$ cat config.mk
export PLATFORM = sky130hd
export DESIGN_NAME = draw_labels_flat
export DESIGN_NICKNAME = d
export VERILOG_FILES = /design/src/rtl/draw_labels_if.sv /design/src/rtl/draw_labels.sv /design/src/flat_wrapper.sv
export SDC_FILE = /design/constraint.sdc
export NUM_CORES = 1
export LEC_CHECK = 0
export ABC_AREA = 0
export CAP_MARGIN = 20
export CORE_MARGIN = 2
export CORE_UTILIZATION = 30
export DETAILED_ROUTE_END_ITERATION = 16
export SLEW_MARGIN = 10
export SYNTH_ARGS = -nofsm -noshare
export SYNTH_HDL_FRONTEND = slang
export SYNTH_SLANG_ARGS = --single-unit
$ cat constraint.sdc
create_clock -name i_clk -period 1.7 [get_ports i_clk]
set_input_delay 0.34 -clock i_clk [delete_from_list [all_inputs] [get_ports i_clk]]
set_output_delay 0.34 -clock i_clk [all_outputs]
set_load 0.005 [all_outputs]
$ cat src/rtl/draw_labels_if.sv
// -----------------------------------------------------------------------------
// draw_labels_if
// Groups the VGA stream, the font-ROM glyph row and the selection inputs of
// draw_labels into one bundle.
//   master : stream producer / consumer (drives *_in, char_pixels, sel_*)
//   slave  : the overlay stage (drives *_out)
// Signals:
//   hcount_in, vcount_in [10:0]       stage-0 pixel position
//   hsync_in, vsync_in, hblnk_in, vblnk_in
//   rgb_in [11:0]                     stage-0 background colour
//   char_pixels [7:0]                 font-ROM row, aligned to stage 1
//   sel_col, sel_row [2:0], sel_valid selected square
//   hcount_out ... rgb_out            stream two clocks later
// -----------------------------------------------------------------------------
interface draw_labels_if;
   logic [10:0] hcount_in;
   logic [10:0] vcount_in;
   logic        hsync_in;
   logic        vsync_in;
   logic        hblnk_in;
   logic        vblnk_in;
   logic [11:0] rgb_in;
   logic [7:0]  char_pixels;
   logic [2:0]  sel_col;
   logic [2:0]  sel_row;
   logic        sel_valid;
   logic [10:0] hcount_out;
   logic [10:0] vcount_out;
   logic        hsync_out;
   logic        vsync_out;
   logic        hblnk_out;
   logic        vblnk_out;
   logic [11:0] rgb_out;

   modport master (
      output hcount_in, vcount_in, hsync_in, vsync_in, hblnk_in, vblnk_in, rgb_in,
             char_pixels, sel_col, sel_row, sel_valid,
      input  hcount_out, vcount_out, hsync_out, vsync_out, hblnk_out, vblnk_out, rgb_out
   );

   modport slave (
      input  hcount_in, vcount_in, hsync_in, vsync_in, hblnk_in, vblnk_in, rgb_in,
             char_pixels, sel_col, sel_row, sel_valid,
      output hcount_out, vcount_out, hsync_out, vsync_out, hblnk_out, vblnk_out, rgb_out
   );
endinterface

$ cat src/rtl/draw_labels.sv
// -----------------------------------------------------------------------------
// draw_labels
// Two-stage pixel overlay painting the file (A-H) and rank (1-8) labels around
// the 512x512 board. Labels of the latched selected square blink in HL_COLOR.
// Ports:
//   i_clk    pixel clock
//   i_rst_n  synchronous active-low reset
//   io_vga   draw_labels_if.slave (VGA stream in/out, glyph row, selection)
// Build option:
//   LABELS_BOX_EN  when defined, non-glyph pixels inside the label strips are
//                  filled with BOX_COLOR (outside blanking).
// -----------------------------------------------------------------------------
module draw_labels #(
   parameter logic [11:0] LABEL_COLOR  = 12'h000,
   parameter logic [11:0] HL_COLOR     = 12'hF00,
   parameter logic [11:0] BOX_COLOR    = 12'hEEE,
   parameter int unsigned BLINK_FRAMES = 30
) (
   input  logic          i_clk,
   input  logic          i_rst_n,
   draw_labels_if.slave  io_vga
);

`ifdef LABELS_BOX_EN
   localparam bit BoxEn = 1'b1;
`else
   localparam bit BoxEn = 1'b0;
`endif

   localparam logic [7:0] CntLast = 8'(BLINK_FRAMES - 1);

   typedef enum logic {StOn, StOff} blink_state_e;

   // ---------------- stage-0 decode ----------------
   logic [10:0] w_h, w_v;
   logic        w_file_strip, w_rank_strip, w_in_strip, w_in_glyph;
   logic        w_file_span, w_rank_span, w_idx_match, w_is_hl, w_frame_start;
   logic [2:0]  w_col;
   logic [4:0]  w_file_idx, w_rank_idx;

   // selection latch and blink state
   logic [2:0]   r_sel_c, r_sel_r, w_sel_c_next, w_sel_r_next;
   logic         r_sel_active, w_sel_active_next;
   logic [7:0]   r_frame_cnt, w_frame_cnt_next;
   blink_state_e r_blink, w_blink_next;

   assign w_h = io_vga.hcount_in;
   assign w_v = io_vga.vcount_in;

   assign w_file_strip = (w_h >= 11'd256) && (w_h <= 11'd768) &&
                         (((w_v >= 11'd104) && (w_v <= 11'd120)) ||
                          ((w_v >= 11'd648) && (w_v <= 11'd664)));
   assign w_rank_strip = (w_v >= 11'd128) && (w_v <= 11'd640) &&
                         (((w_h >= 11'd236) && (w_h <= 11'd244)) ||
                          ((w_h >= 11'd780) && (w_h <= 11'd788)));
   assign w_file_span  = (w_h[5:0] >= 6'd28) && (w_h[5:0] <= 6'd35);
   assign w_rank_span  = (w_v[5:0] >= 6'd24) && (w_v[5:0] <= 6'd40);
   assign w_in_strip   = w_file_strip | w_rank_strip;
   assign w_in_glyph   = (w_file_strip & w_file_span) | (w_rank_strip & w_rank_span);

   // Glyph cells start 4 pixels before a multiple of 8.
   assign w_col      = w_h[2:0] + 3'd4;
   // Indices wrap outside 0..7 at the strip ends, so they never match a selection.
   assign w_file_idx = w_h[10:6] - 5'd4;
   assign w_rank_idx = 5'd9 - w_v[10:6];

   assign w_idx_match = w_file_strip ? (w_file_idx == {2'b00, r_sel_c})
                                     : (w_rank_idx == {2'b00, r_sel_r});
   assign w_is_hl       = r_sel_active & (r_blink == StOn) & w_idx_match;
   assign w_frame_start = (w_h == 11'd0) && (w_v == 11'd0);

   // ---------------- selection latch / blink FSM ----------------
   always_comb begin
      w_sel_c_next      = r_sel_c;
      w_sel_r_next      = r_sel_r;
      w_sel_active_next = r_sel_active;
      w_frame_cnt_next  = r_frame_cnt;
      w_blink_next      = r_blink;
      if (w_frame_start) begin
         w_sel_c_next      = io_vga.sel_col;
         w_sel_r_next      = io_vga.sel_row;
         w_sel_active_next = io_vga.sel_valid;
         if (!io_vga.sel_valid) begin
            w_frame_cnt_next = 8'd0;
            w_blink_next     = StOn;
         end else if (r_sel_active) begin
            // The activating frame is frame 0 of the first ON half-period,
            // so counting starts from the following frame start.
            if (r_frame_cnt == CntLast) begin
               w_frame_cnt_next = 8'd0;
               w_blink_next     = (r_blink == StOn) ? StOff : StOn;
            end else begin
               w_frame_cnt_next = r_frame_cnt + 8'd1;
            end
         end
      end
   end

   always_ff @(posedge i_clk) begin
      if (!i_rst_n) begin
         r_sel_c      <= 3'd0;
         r_sel_r      <= 3'd0;
         r_sel_active <= 1'b0;
         r_frame_cnt  <= 8'd0;
         r_blink      <= StOn;
      end else begin
         r_sel_c      <= w_sel_c_next;
         r_sel_r      <= w_sel_r_next;
         r_sel_active <= w_sel_active_next;
         r_frame_cnt  <= w_frame_cnt_next;
         r_blink      <= w_blink_next;
      end
   end

   // ---------------- stage 1 ----------------
   logic [10:0] r1_hcount, r1_vcount;
   logic        r1_hsync, r1_vsync, r1_hblnk, r1_vblnk;
   logic [11:0] r1_rgb;
   logic        r1_in_glyph, r1_in_strip, r1_is_hl;
   logic [2:0]  r1_col;

   always_ff @(posedge i_clk) begin
      if (!i_rst_n) begin
         r1_hcount   <= 11'd0;
         r1_vcount   <= 11'd0;
         r1_hsync    <= 1'b0;
         r1_vsync    <= 1'b0;
         r1_hblnk    <= 1'b0;
         r1_vblnk    <= 1'b0;
         r1_rgb      <= 12'd0;
         r1_in_glyph <= 1'b0;
         r1_in_strip <= 1'b0;
         r1_is_hl    <= 1'b0;
         r1_col      <= 3'd0;
      end else begin
         r1_hcount   <= w_h;
         r1_vcount   <= w_v;
         r1_hsync    <= io_vga.hsync_in;
         r1_vsync    <= io_vga.vsync_in;
         r1_hblnk    <= io_vga.hblnk_in;
         r1_vblnk    <= io_vga.vblnk_in;
         r1_rgb      <= io_vga.rgb_in;
         r1_in_glyph <= w_in_glyph;
         r1_in_strip <= w_in_strip;
         r1_is_hl    <= w_is_hl;
         r1_col      <= w_col;
      end
   end

   // ---------------- stage 2 ----------------
   logic        w_pix;
   logic [11:0] w_rgb_next;

   // char_pixels belongs to the stage-1 position; bit 7 is leftmost.
   assign w_pix = io_vga.char_pixels[3'd7 - r1_col];

   always_comb begin
      w_rgb_next = r1_rgb;
      if (r1_hblnk | r1_vblnk) begin
         w_rgb_next = r1_rgb;
      end else if (r1_in_glyph & w_pix) begin
         w_rgb_next = r1_is_hl ? HL_COLOR : LABEL_COLOR;
      end else if (BoxEn && r1_in_strip) begin
         w_rgb_next = BOX_COLOR;
      end
   end

   logic [10:0] r2_hcount, r2_vcount;
   logic        r2_hsync, r2_vsync, r2_hblnk, r2_vblnk;
   logic [11:0] r2_rgb;

   always_ff @(posedge i_clk) begin
      if (!i_rst_n) begin
         r2_hcount <= 11'd0;
         r2_vcount <= 11'd0;
         r2_hsync  <= 1'b0;
         r2_vsync  <= 1'b0;
         r2_hblnk  <= 1'b0;
         r2_vblnk  <= 1'b0;
         r2_rgb    <= 12'd0;
      end else begin
         r2_hcount <= r1_hcount;
         r2_vcount <= r1_vcount;
         r2_hsync  <= r1_hsync;
         r2_vsync  <= r1_vsync;
         r2_hblnk  <= r1_hblnk;
         r2_vblnk  <= r1_vblnk;
         r2_rgb    <= w_rgb_next;
      end
   end

   assign io_vga.hcount_out = r2_hcount;
   assign io_vga.vcount_out = r2_vcount;
   assign io_vga.hsync_out  = r2_hsync;
   assign io_vga.vsync_out  = r2_vsync;
   assign io_vga.hblnk_out  = r2_hblnk;
   assign io_vga.vblnk_out  = r2_vblnk;
   assign io_vga.rgb_out    = r2_rgb;

endmodule

$ cat src/flat_wrapper.sv
// flat-port wrapper written by rule: the top's interface ports become plain ports
module draw_labels_flat 
#(
   parameter logic [11:0] LABEL_COLOR  = 12'h000,
   parameter logic [11:0] HL_COLOR     = 12'hF00,
   parameter logic [11:0] BOX_COLOR    = 12'hEEE,
   parameter int unsigned BLINK_FRAMES = 30
)
  (i_clk, i_rst_n, io_vga_hcount_in, io_vga_vcount_in, io_vga_hsync_in, io_vga_vsync_in, io_vga_hblnk_in, io_vga_vblnk_in, io_vga_rgb_in, io_vga_char_pixels, io_vga_sel_col, io_vga_sel_row, io_vga_sel_valid, io_vga_hcount_out, io_vga_vcount_out, io_vga_hsync_out, io_vga_vsync_out, io_vga_hblnk_out, io_vga_vblnk_out, io_vga_rgb_out);
  draw_labels_if io_vga_i ();
  input  logic i_clk;
  input  logic i_rst_n;
  input wire logic [$bits(io_vga_i.hcount_in)-1:0] io_vga_hcount_in;
  input wire logic [$bits(io_vga_i.vcount_in)-1:0] io_vga_vcount_in;
  input wire logic [$bits(io_vga_i.hsync_in)-1:0] io_vga_hsync_in;
  input wire logic [$bits(io_vga_i.vsync_in)-1:0] io_vga_vsync_in;
  input wire logic [$bits(io_vga_i.hblnk_in)-1:0] io_vga_hblnk_in;
  input wire logic [$bits(io_vga_i.vblnk_in)-1:0] io_vga_vblnk_in;
  input wire logic [$bits(io_vga_i.rgb_in)-1:0] io_vga_rgb_in;
  input wire logic [$bits(io_vga_i.char_pixels)-1:0] io_vga_char_pixels;
  input wire logic [$bits(io_vga_i.sel_col)-1:0] io_vga_sel_col;
  input wire logic [$bits(io_vga_i.sel_row)-1:0] io_vga_sel_row;
  input wire logic [$bits(io_vga_i.sel_valid)-1:0] io_vga_sel_valid;
  output wire logic [$bits(io_vga_i.hcount_out)-1:0] io_vga_hcount_out;
  output wire logic [$bits(io_vga_i.vcount_out)-1:0] io_vga_vcount_out;
  output wire logic [$bits(io_vga_i.hsync_out)-1:0] io_vga_hsync_out;
  output wire logic [$bits(io_vga_i.vsync_out)-1:0] io_vga_vsync_out;
  output wire logic [$bits(io_vga_i.hblnk_out)-1:0] io_vga_hblnk_out;
  output wire logic [$bits(io_vga_i.vblnk_out)-1:0] io_vga_vblnk_out;
  output wire logic [$bits(io_vga_i.rgb_out)-1:0] io_vga_rgb_out;
  assign io_vga_i.hcount_in = io_vga_hcount_in;
  assign io_vga_i.vcount_in = io_vga_vcount_in;
  assign io_vga_i.hsync_in = io_vga_hsync_in;
  assign io_vga_i.vsync_in = io_vga_vsync_in;
  assign io_vga_i.hblnk_in = io_vga_hblnk_in;
  assign io_vga_i.vblnk_in = io_vga_vblnk_in;
  assign io_vga_i.rgb_in = io_vga_rgb_in;
  assign io_vga_i.char_pixels = io_vga_char_pixels;
  assign io_vga_i.sel_col = io_vga_sel_col;
  assign io_vga_i.sel_row = io_vga_sel_row;
  assign io_vga_i.sel_valid = io_vga_sel_valid;
  assign io_vga_hcount_out = io_vga_i.hcount_out;
  assign io_vga_vcount_out = io_vga_i.vcount_out;
  assign io_vga_hsync_out = io_vga_i.hsync_out;
  assign io_vga_vsync_out = io_vga_i.vsync_out;
  assign io_vga_hblnk_out = io_vga_i.hblnk_out;
  assign io_vga_vblnk_out = io_vga_i.vblnk_out;
  assign io_vga_rgb_out = io_vga_i.rgb_out;
  draw_labels #(.LABEL_COLOR(LABEL_COLOR), .HL_COLOR(HL_COLOR), .BOX_COLOR(BOX_COLOR), .BLINK_FRAMES(BLINK_FRAMES)) u_core (.i_clk(i_clk), .i_rst_n(i_rst_n), .io_vga(io_vga_i));
endmodule
# Yosys cells after proc, flatten, opt, wreduce, memory -nomap -nowiden
# Index checks and enable logic that the tools add are counted.
# op_classes
n_addsub,5
n_lt_le_gt_ge,17
n_eq_ne,5
mux,13
bitwise,8
reduce_logical,17
# op_table
cell,n
11-bit by 10-bit less-or-equal comparator with 1-bit output (second input constant),4
12-bit 2-to-1 mux,3
8-bit 2-to-1 mux,3
11-bit by 10-bit greater-or-equal comparator with 1-bit output (second input constant),2
11-bit by 8-bit greater-or-equal comparator with 1-bit output (second input constant),2
11-bit logical NOT,2
6-bit by 5-bit greater-or-equal comparator with 1-bit output (second input constant),2
6-bit less-or-equal comparator (second input constant),2
11-bit by 7-bit greater-or-equal comparator with 1-bit output (second input constant),1
11-bit by 9-bit greater-or-equal comparator with 1-bit output (second input constant),1
11-bit by 7-bit less-or-equal comparator with 1-bit output (second input constant),1
11-bit by 8-bit less-or-equal comparator with 1-bit output (second input constant),1
1-bit logical AND,11
5-bit by 3-bit == test with 1-bit output,2
8-bit by 1-bit adder with 8-bit output (second input constant),1
8-bit by 5-bit == test with 1-bit output (second input constant),1
1-bit 2-to-1 mux,6
1-bit AND,5
4-bit by 5-bit subtractor with 5-bit output (first input constant),1
5-bit by 3-bit subtractor with 5-bit output (second input constant),1
3-bit by 4-bit less-than comparator with 1-bit output (second input constant),1
2-bit by 1-bit inequality test with 1-bit output (second input constant),2
3-bit adder (second input constant),1
1-bit binary-select mux with 3-bit select,1
other kinds (6),8
# totals
ff_bits,97
input_bits,55
wordCells,87

# Longest topological paths before layout
# Gate-level depths: netlist of the first run.
# logic_depth
ltp_word,6
mapped_depth,8

# Worst setup path after synthesis of the first run
# OpenSTA, ideal clock, no wires.
# synth_path
path_kind,input-to-reg
start,in io_vga_hcount_in[9]
end,reg u_core.r_frame_cnt[0]
setup_time_ns,0.119
arrival_time_ns,1.601
required_ns,1.581
slack_ns,-0.020
cell_stages,7
n_path_buf,0
cell_sequence,inv_1 ha_1 nor4b_2 nand4_4 nor3b_4 a21o_1 nor2_1
# synth_between
elab_chain_len,3
# synth_rtl
item,line_no,rtl
from (decl),flat_wrapper.sv:13,input wire logic [$bits(io_vga_i.hcount_in)-1:0] io_vga_hcount_in;
11-bit logical NOT,draw_labels.sv:70,assign w_frame_start = (w_h == 11'd0) && (w_v == 11'd0);
1-bit logical AND,draw_labels.sv:70,
2-bit AND reduction (no line),-,
to (signal assigned),draw_labels.sv:110,r_frame_cnt <= w_frame_cnt_next;
to (decl),draw_labels.sv:44,"logic [7:0] r_frame_cnt, w_frame_cnt_next;"
# Every way passes these cells.
# A chain may end at the register's enable or synchronous reset.

# Worst setup path in the final report of the first run
# layout_path
start,in io_vga_vcount_in[8]
end,reg u_core.r1_is_hl
# layout_between
elab_chain_len,6
word_cells_on_any_way,12
# layout_rtl
item,line_no,rtl
from (decl),flat_wrapper.sv:14,input wire logic [$bits(io_vga_i.vcount_in)-1:0] io_vga_vcount_in;
"11-bit by 7-bit greater-or-equal comparator with 1-bit output, or another cell as far along",draw_labels.sv:51,(((w_v >= 11'd104) && (w_v <= 11'd120)) ||
"1-bit logical AND, on equally long branches","draw_labels.sv:51, draw_labels.sv:52",
1-bit logical OR,draw_labels.sv:51,
1-bit logical AND,draw_labels.sv:50,assign w_file_strip = (w_h >= 11'd256) && (w_h <= 11'd768) &&
1-bit 2-to-1 mux *,draw_labels.sv:67,"assign w_idx_match = w_file_strip ? (w_file_idx == {2'b00, r_sel_c})"
1-bit AND *,draw_labels.sv:69,assign w_is_hl = r_sel_active & (r_blink == StOn) & w_idx_match;
to (signal assigned),draw_labels.sv:145,r1_is_hl <= w_is_hl;
to (decl),draw_labels.sv:119,"logic r1_in_glyph, r1_in_strip, r1_is_hl;"
# Mark *: on every way between the ends. The rest lies on a longest branch, timed or not.

==> impl_metrics.json, run 1 <==
{
  "status": "finished clean",
  "cp_max_fo": 3,
  "drc": 0,
  "finClkSkew_ns": 0.005687,
  "cts_inserted_buffers": 9,
  "clockBufferDepth": 2,
  "relSlewSlack": 0.7461,
  "end_kind": "flop",
  "cts_hold_buf": 0,
  "crit_required_ns": 1.93,
  "antenna_found_initial": 0,
  "cts_max_level": 3,
  "synth_simple_gate_area_frac": 0.2630,
  "finalSetupTns_ns": 0,
  "maxCapViolCount": 0,
  "first_pass_iters": 4,
  "dieWidth_um": 112.0,
  "final_util": 0.4619,
  "dp_hpwl_mm": 5.947,
  "vias_per_cell": 4.371,
  "min_period_over_period": 0.9870,
  "synthFlopType": "dfxtp_1",
  "min_path_type": "primary input to flop",
  "power.density_mw_per_mm2": 912.7,
  "wire_per_inst_um": 13.19,
  "setup_slack_ns": 0.02207,
  "critPathKind": "primary input to flop",
  "die_height_um": 112.0,
  "ctsRootBufferMaster": "clkbuf_16",
  "period_minus_slack_ns": 1.678,
  "startpoint_type": "primary input",
  "grt_pass1_wl_mm": 12.94,
  "num_rows": 39,
  "drtIter0Drc": 84,
  "die_area_mm2": 0.01255,
  "tightestPinTransition_ns": 0.3784,
  "synth_compound_area_frac": 0.07362,
  "io_buffer_count": 92,
  "ir_worst_vdd_mv": 0.6695,
  "vias": 2697,
  "overflow": 0,
  "synth_edf_count": 0,
  "synthMuxAreaShare": 0.02430,
  "layout.nets": 534,
  "synth_top_family_by_area": "simple AND/OR/NAND/NOR gates",
  "grt_usage": 0.1314,
  "synth_fa_ha_area_frac": 0.03217,
  "grt_pass1_vias": 2599,
  "synthesis.area_mm2": 0.003501,
  "grt_max_degree": 38,
  "clock_sinks": 95,
  "p_leak_nw": 2.170,
  "wl_mm": 8.141,
  "syn_inst": 334,
  "clock.fmax_mhz": 596.0,
  "diodes": 0,
  "hold_viol": 0,
  "ys_seq_area_frac": 0.5432,
  "io_pins": 93,
  "place_congestion": 0.7771,
  "ant_nets": 0,
  "drive_gt1_frac": 0.1962,
  "area_delta_synth_final_pct": 50.64,
  "clk_latency_ns": 0.34,
  "synth_xor_area_frac": 0.04003,
  "place_ws_ns": -0.6512,
  "cts_tree": "done",
  "start_util": 0.3066,
  "yosys_warnings": 0,
  "rsz0062_at_grt": "yes",
  "setup_viol": 0,
  "cp.arrival_ns": 1.91,
  "async_flop_share": 0,
  "clk_pin_slew_ns": 0.07,
  "maxSlewViolCount": 0,
  "core_area_mm2": 0.01142,
  "syn_nets": 398,
  "ys_seq_elements": 95,
  "postSynthAreaPerCell_um2": 10.48,
  "ys_types": 44
}
==> kinds of logic after synthesis <==
kind of cell,count (synthesis)
adders and majority gates,9
DFF,95
and+or+nand+nor,148
muxes,6
buffers and inverters,19
xor gates and xnor gates,16
AOI/OAI and AO/OA,41
==> cell usage after synthesis (2+ instances only) <==
cell type | number | area, µm²
a21o_1 | 5 | 37.54
o32ai_1 | 2 | 17.52
nor4_2 | 2 | 25.02
dfxtp_1 | 95 | 1902
nor3_1 | 2 | 10.01
ha_1 | 9 | 112.6
and3_1 | 2 | 12.51
clkbuf_1 | 8 | 30.03
nand3b_1 | 2 | 15.01
xor2_1 | 5 | 43.79
nand4_1 | 5 | 31.28
a21oi_1 | 13 | 65.06
xnor2_1 | 11 | 96.34
mux4_2 | 2 | 45.04
nand4b_1 | 2 | 17.52
a21boi_0 | 3 | 22.52
nor2_1 | 22 | 82.58
inv_1 | 6 | 22.52
buf_2 | 3 | 15.01
nor4_1 | 3 | 18.77
nand2_1 | 21 | 78.83
nor3_2 | 4 | 40.04
nor4b_2 | 2 | 30.03
a31oi_1 | 2 | 12.51
o21ai_0 | 10 | 50.05
and2_1 | 67 | 419.2
nand3_1 | 5 | 25.02
mux2i_1 | 4 | 40.04
or3_1 | 2 | 12.51
==> cells in the final DEF, fill, tap and decap left out, types with 4 or more instances in the layout <==
master	count
a21oi_1	13
nand2_1	21
nor3_2	4
and2_1	67
nor2_1	21
a21o_1	4
inv_2	4
clkbuf_16	9
buf_4	43
xnor2_1	11
dfxtp_1	94
dlygate4sd2_1	12
ha_1	7
nand4_1	5
xor2_1	5
nand3_1	5
o21ai_0	10
clkdlybuf4s50_1	73
==> final timing paths <==
kind | start | endpoint | slack, ns | depth (start not counted)
setup / recovery | io_vga_vcount_in[8] | u_core.r1_is_hl | 0.02 | 9
hold / removal | io_vga_hcount_in[5] | u_core.r1_hcount[5] | 0.40 | 3
setup reg to reg | u_core.r1_col[0] | u_core.io_vga.rgb_out[5] | 0.09 | 6
hold reg to reg | u_core.r1_rgb[11] | u_core.io_vga.rgb_out[11] | 0.43 | 1
==> routing by layer <==
| metal | wire length, µm | vias up | track usage |
|---|---|---|---|
| met2 | 3749 | 83 | 0.2133 |
| met3 | 473 | 8 | 0.04590 |
| li1 | - | 1397 | - |
| met4 | 102 | 0 | 0.04146 |
| met5 | 0 | - | 0 |
| met1 | 3816 | 1209 | 0.1652 |
==> flip-flops by register name, summed over array words and instances (netlist names) <==
| name | flops |
|---|---|
| u_core.io_vga.hblnk_out | 1 |
| u_core.io_vga.hcount_out | 11 |
| u_core.io_vga.hsync_out | 1 |
| u_core.io_vga.rgb_out | 12 |
| u_core.io_vga.vblnk_out | 1 |
| u_core.io_vga.vcount_out | 11 |
| u_core.io_vga.vsync_out | 1 |
| u_core.r1_col | 3 |
| u_core.r1_hblnk | 1 |
| u_core.r1_hcount | 9 |
| u_core.r1_hsync | 1 |
| u_core.r1_in_glyph | 1 |
| u_core.r1_is_hl | 1 |
| u_core.r1_rgb | 12 |
| u_core.r1_vblnk | 1 |
| u_core.r1_vcount | 11 |
| u_core.r1_vsync | 1 |
| u_core.r_blink | 1 |
| u_core.r_frame_cnt | 8 |
| u_core.r_sel_active | 1 |
| u_core.r_sel_c | 3 |
| u_core.r_sel_r | 3 |
==> stage by stage <==
stage | instances | total power [mW] | hold WS [ns] | cell area [µm²]
after detailed placement | 594 | 2.862 | 0.4117 | 4826
after CTS | 615 | 4.892 | 0.4054 | 5220
after global placement | 594 | 2.856 | 0.4095 | 4826
final | 617 | 4.813 | 0.3981 | 5274
after global routing | 617 | 5.032 | 0.4144 | 5274
after floorplan | 334 | 2.541 | 0.4032 | 3510
==> power by group <==
group	leakage, nW	switching [mW]	total (mW)	internal (mW)
clock	0.142	0.850	1.99	1.14
combinational	1.24	0.192	0.491	0.298
sequential	0.783	0.0216	2.33	2.31
total	2.17	1.06	4.81	3.75
==> critical path, stage by stage <==
cell and delay, ns:
dlygate4sd2_1 0.26, inv_2 0.08, buf_4 0.11, ha_2 0.17, a21oi_1 0.06, o32ai_2 0.15
nand2_1 0.09, or4_4 0.52, mux2i_1 0.13
==> repair_timing <==
action | 4_1_cts | 5_1_grt
gates resized for setup | 31 | 17
buffers inserted | 6 | 2
endpoints found under the setup margin | 30 | 30
pin swaps | 10 | 11
==> cell type report <==
type,count,area (µm²)
Fill cell,1102,6145
Sequential cell,95,1906
Multi-Input combinational cell,220,1617
Timing Repair Buffer,137,1252
Clock buffer,9,225.2
Tap cell,143,178.9
Clock inverter,6,68.82
Inverter,7,26.28
Power figures use the tool's default switching activity.
==> run 2, diff against run 1 <==
--- a/config.mk
+++ b/config.mk
@@ -10,6 +10,7 @@
 export CORE_MARGIN = 2
 export CORE_UTILIZATION = 30
 export DETAILED_ROUTE_END_ITERATION = 16
+export SETUP_SLACK_MARGIN = 0.2
 export SLEW_MARGIN = 10
 export SYNTH_ARGS = -nofsm -noshare
 export SYNTH_HDL_FRONTEND = slang
==> impl_metrics.json, run 2 (synthesized netlist as in run 1, its figures left out) <==
{
  "status": "finished clean",
  "final_util": 0.4840,
  "io_buffer_count": 92,
  "p_leak_nw": 2.634,
  "grt_max_degree": 28,
  "wire_per_inst_um": 13.71,
  "layout.nets": 543,
  "cts_inserted_buffers": 9,
  "wl_mm": 8.594,
  "overflow": 0,
  "cp.arrival_ns": 1.96,
  "ant_nets": 0,
  "vias_per_cell": 4.475,
  "power_mw": 4.723,
  "hold_viol": 0,
  "multiInputGateArea_mm2": 0.001774,
  "ir_worst_vdd_mv": 0.5561,
  "clock_sinks": 95,
  "drtIter0Drc": 108,
  "dp_cells": 597,
  "rsz0062_at_grt": "yes",
  "crit_required_ns": 1.99,
  "drive_gt1_frac": 0.2934,
  "num_rows": 39,
  "cp_max_fo": 6,
  "period_minus_slack_ns": 1.672,
  "die_area_mm2": 0.01255,
  "area_delta_synth_final_pct": 57.86,
  "dp_hpwl_mm": 6.132,
  "grt_pass1_vias": 2831,
  "startpoint_type": "primary input",
  "setup_slack_ns": 0.02772,
  "min_path_type": "primary input to flop",
  "die_height_um": 112.0,
  "cts_max_level": 3,
  "maxSlewViolCount": 0,
  "critPathKind": "primary input to flop",
  "relSlewSlack": 0.7307,
  "clk_pin_slew_ns": 0.07,
  "final_common_cell": "dfxtp_1",
  "final_area_mm2": 0.005527,
  "setup_viol": 0,
  "end_kind": "flop",
  "cts_tree": "done",
  "core_area_mm2": 0.01142,
  "place_congestion": 0.7669,
  "diodes": 0,
  "power.density_mw_per_mm2": 854.6,
  "ctsRootBufferMaster": "clkbuf_16",
  "clk_latency_ns": 0.34,
  "drc": 0,
  "dieWidth_um": 112.0,
  "min_period_over_period": 0.9837,
  "place_ws_ns": -0.6418,
  "clock.fmax_mhz": 598.0,
  "n_fill_cell": 1075,
  "seq_area_mm2": 0.001906,
  "place_area_mm2": 0.004903,
  "finClkSkew_ns": 0.004909,
  "grt_usage": 0.1360,
  "first_pass_iters": 4,
  "grt_pass1_wl_mm": 13.73,
  "io_pins": 93,
  "fin_cells": 627,
  "start_util": 0.3066,
  "clockBufferDepth": 2,
  "tightestPinTransition_ns": 0.4025,
  "antenna_found_initial": 0,
  "final_cell_mix": "dfxtp_1, and2_1, buf_4",
  "maxCapViolCount": 0,
  "vias": 2806
}
[run 2: cell count changes in the layout (fill, tap and decap cells not counted), sizes merged]
| cell | delta |
|---|---|
| buf | +17 |
| bufinv | -1 |
| clkbuf | +6 |
| clkdlybuf4s15 | +4 |
| clkdlybuf4s50 | -43 |
| clkinv | -2 |
| clkinvlp | +2 |
| dlygate4sd2 | +12 |
| dlymetal6s2s | +14 |
| inv | +1 |
[run 2: routing by layer]
layer | wire [µm] | global-route usage | vias to the layer above | share of wire
met1 | 3946 | 0.1703 | 1300 | 0.46
met3 | 525 | 0.04428 | 12 | 0.061
met4 | 127 | 0.04472 | 0 | 0.015
li1 | - | - | 1413 | -
met2 | 3995 | 0.2230 | 81 | 0.46
met5 | 0 | 0 | - | 0
[run 2: layout make-up]
type	count	area share
Multi-Input combinational cell	220	0.3210
Clock buffer	10	0.04143
Sequential cell	95	0.3448
Inverter	7	0.009056
Timing Repair Buffer	146	0.2416
Clock inverter	6	0.009735
Tap cell	143	0.03237
[run 2: worst max-delay path, stage by stage]
cell             delay (ns)
clkdlybuf4s50_1        0.39
mux4_2                 0.49
mux2i_2                0.20
nor4b_2                0.08
nor2_1                 0.15
buf_4                  0.17
and2_1                 0.12
[run 2: timing repair]
| action | in CTS | in global routing |
|---|---|---|
| setup buffers | 5 | 8 |
| cloned | 1 | 0 |
| resized for setup | 102 | 74 |
| pin swaps | 22 | 34 |
| hold endpoints to repair | 0 | 0 |
| endpoints found under the setup margin | 51 | 47 |
| hold buffers | 0 | 0 |
[run 2: path summary, 6_finish.rpt]
| kind | from | endpoint | slack (ns) | depth (start not counted) |
|---|---|---|---|---|
| setup reg to reg | u_core.r1_col[0] | u_core.io_vga.rgb_out[2] | 0.04 | 6 |
| setup / recovery | io_vga_char_pixels[4] | u_core.io_vga.rgb_out[2] | 0.03 | 7 |
| hold / removal | io_vga_hcount_in[0] | u_core.r1_col[0] | 0.24 | 2 |
| hold reg to reg | u_core.r1_vcount[2] | u_core.io_vga.vcount_out[2] | 0.43 | 1 |
[run 2: power by group]
| group | internal (mW) | switching [mW] | total (mW) |
|---|---|---|---|
| clock | 1.02 | 0.876 | 1.89 |
| combinational | 0.289 | 0.211 | 0.500 |
| sequential | 2.31 | 0.0207 | 2.33 |
[run 2: per-stage QoR]
step                TNS [ns]  hold slack [ns]
floorplan                  0           0.4032
global placement      -13.24           0.4098
detailed placement    -14.28           0.4135
CTS                        0           0.2378
global route         -0.7800           0.2345
finish                     0           0.2406
==> run 3, diff against run 2 <==
--- a/config.mk
+++ b/config.mk
@@ -7,7 +7,6 @@
 export LEC_CHECK = 0
 export ABC_AREA = 0
 export CAP_MARGIN = 20
-export CORE_MARGIN = 2
 export CORE_UTILIZATION = 30
 export DETAILED_ROUTE_END_ITERATION = 16
 export SETUP_SLACK_MARGIN = 0.2
==> impl_metrics.json, run 3 (synthesized netlist as in run 1, its figures left out) <==
{
  "p_leak_nw": 2.661,
  "cts_hold_buf": 0,
  "ctsRootBufferMaster": "clkbuf_16",
  "final_common_cell": "dfxtp_1",
  "io_buffer_count": 92,
  "power.density_mw_per_mm2": 849.5,
  "finalSetupTns_ns": 0,
  "first_pass_iters": 4,
  "clockBufferDepth": 2,
  "holdPathEnd": "u_core.r1_col[0]",
  "timing.rr.start": "u_core.r1_col[0]",
  "layout.nets": 544,
  "critPathKind": "primary input to flop",
  "core_area_mm2": 0.01142,
  "start_util": 0.3066,
  "rr_endpoint": "u_core.io_vga.rgb_out[4]",
  "p_switching_mw": 1.140,
  "clock.fmax_mhz": 600.1,
  "cp_max_fo": 6,
  "ir_worst_vdd_mv": 0.4168,
  "status": "finished clean",
  "clk_latency_ns": 0.34,
  "vias_per_cell": 4.508,
  "grt_usage": 0.1383,
  "grt_pass1_wl_mm": 12.72,
  "die_area_mm2": 0.01211,
  "place_area_mm2": 0.004896,
  "end_kind": "flop",
  "period_minus_slack_ns": 1.666,
  "rsz0062_at_grt": "yes",
  "hold_viol": 0,
  "drive_gt1_frac": 0.3320,
  "num_rows": 39,
  "startpoint_type": "primary input",
  "setup_viol": 0,
  "crit_required_ns": 1.99,
  "die_height_um": 110.0,
  "hold_depth": 2,
  "final_util": 0.4915,
  "drc": 0,
  "wire_per_inst_um": 13.76,
  "dieWidth_um": 110.0,
  "relSlewSlack": 0.7153,
  "grt_max_degree": 57,
  "seqPwrFrac": 0.488,
  "place_congestion": 0.8309,
  "vias": 2831,
  "reg2reg_slack_ns": 0.04,
  "final_cell_mix": "dfxtp_1, and2_1, buf_4",
  "drtIter0Drc": 91,
  "io_pins": 93,
  "maxCapViolCount": 0,
  "hold_path.startpoint": "io_vga_hcount_in[0]",
  "power_switching_share": 0.2392,
  "r2r_cells": 6,
  "min_period_over_period": 0.9802,
  "min_path_type": "primary input to flop",
  "fin_cells": 628,
  "dp_hpwl_mm": 5.858,
  "clkPwrFrac": 0.404,
  "cts_inserted_buffers": 9,
  "maxSlewViolCount": 0,
  "p_int_mw": 3.627,
  "cts_tree": "done",
  "wl_mm": 8.639,
  "clk_pin_slew_ns": 0.07,
  "power.share.combinational": 0.108,
  "clock_sinks": 95,
  "ant_nets": 0,
  "grt_pass1_vias": 2644,
  "dp_cells": 596,
  "diodes": 0,
  "final_area_mm2": 0.005612,
  "cp.arrival_ns": 1.95,
  "area_delta_synth_final_pct": 60.29,
  "overflow": 0,
  "cts_max_level": 3,
  "antenna_found_initial": 0,
  "tightestPinTransition_ns": 0.4231,
  "finClkSkew_ns": 0.006102
}
==> run 3: cell count changes in the layout (fill, tap and decap cells not counted), sizes merged <==
cell,previous run,this run
clkinv,1,3
clkdlybuf4s15,6,1
clkinvlp,3,1
buf,63,68
inv,9,10
==> run 3: worst max path at each step <==
stage,end,start,slack (ns)
floorplan,u_core.r1_is_hl,io_vga_vcount_in[2],0.11
global placement,u_core.r_frame_cnt[4],io_vga_hcount_in[9],-0.58
detailed placement,u_core.r_frame_cnt[5],io_vga_vcount_in[7],-0.61
CTS,u_core.io_vga.rgb_out[3],io_vga_char_pixels[0],0.04
global route,u_core.io_vga.rgb_out[4],u_core.r1_col[0],-0.04
finish,u_core.io_vga.rgb_out[4],io_vga_char_pixels[0],0.03
==> run 3: routing by layer <==
metal / part of all wire / track usage
met1: 0.43 / 0.1653
met2: 0.49 / 0.2402
met3: 0.066 / 0.03527
met4: 0.014 / 0.04667
met5: 0 / 0
==> run 3: critical path, cell delays in order <==
cell,delay [ns]
clkdlybuf4s50_1,0.40
mux4_2,0.49
mux2i_2,0.19
nor4b_2,0.08
nor2_2,0.15
buf_4,0.17
and2_1,0.12
==> run 3: layout make-up <==
class | count | area, µm²
clock buffers | 9 | 225.2
fillers | 1083 | 5807
well taps | 143 | 178.9
clock inverters | 7 | 61.31
flip-flops and latches | 95 | 1911
multi-input cells | 220 | 1846
repair buffers | 147 | 1333
inverters | 7 | 57.56
==> run 3: power groups by stage <==
stage	Sequential, mW	Clock (mW)	Combinational (mW)
after CTS	2.33	1.98	0.489
after global routing	2.34	2.08	0.559
after global placement	2.38	0	0.491
after detailed placement	2.38	0	0.495
after floorplan	2.38	0	0.165
final	2.33	1.93	0.514
==> run 3: per-stage QoR <==
stage	total power, mW	setup WS (ns)	hold WS (ns)
after floorplan	2.549	0.1068	0.4032
after global placement	2.873	-0.5771	0.4067
after detailed placement	2.879	-0.6088	0.4119
after global routing	4.971	-0.04355	0.2335
after CTS	4.800	0.04304	0.2545
final	4.767	0.03361	0.2333
==> run 3: repair_timing <==
action,CTS,global route
pin swaps,16,40
buffers inserted,4,11
gates cloned,0,1
gates resized for setup,110,102
endpoints found under the setup margin,52,46
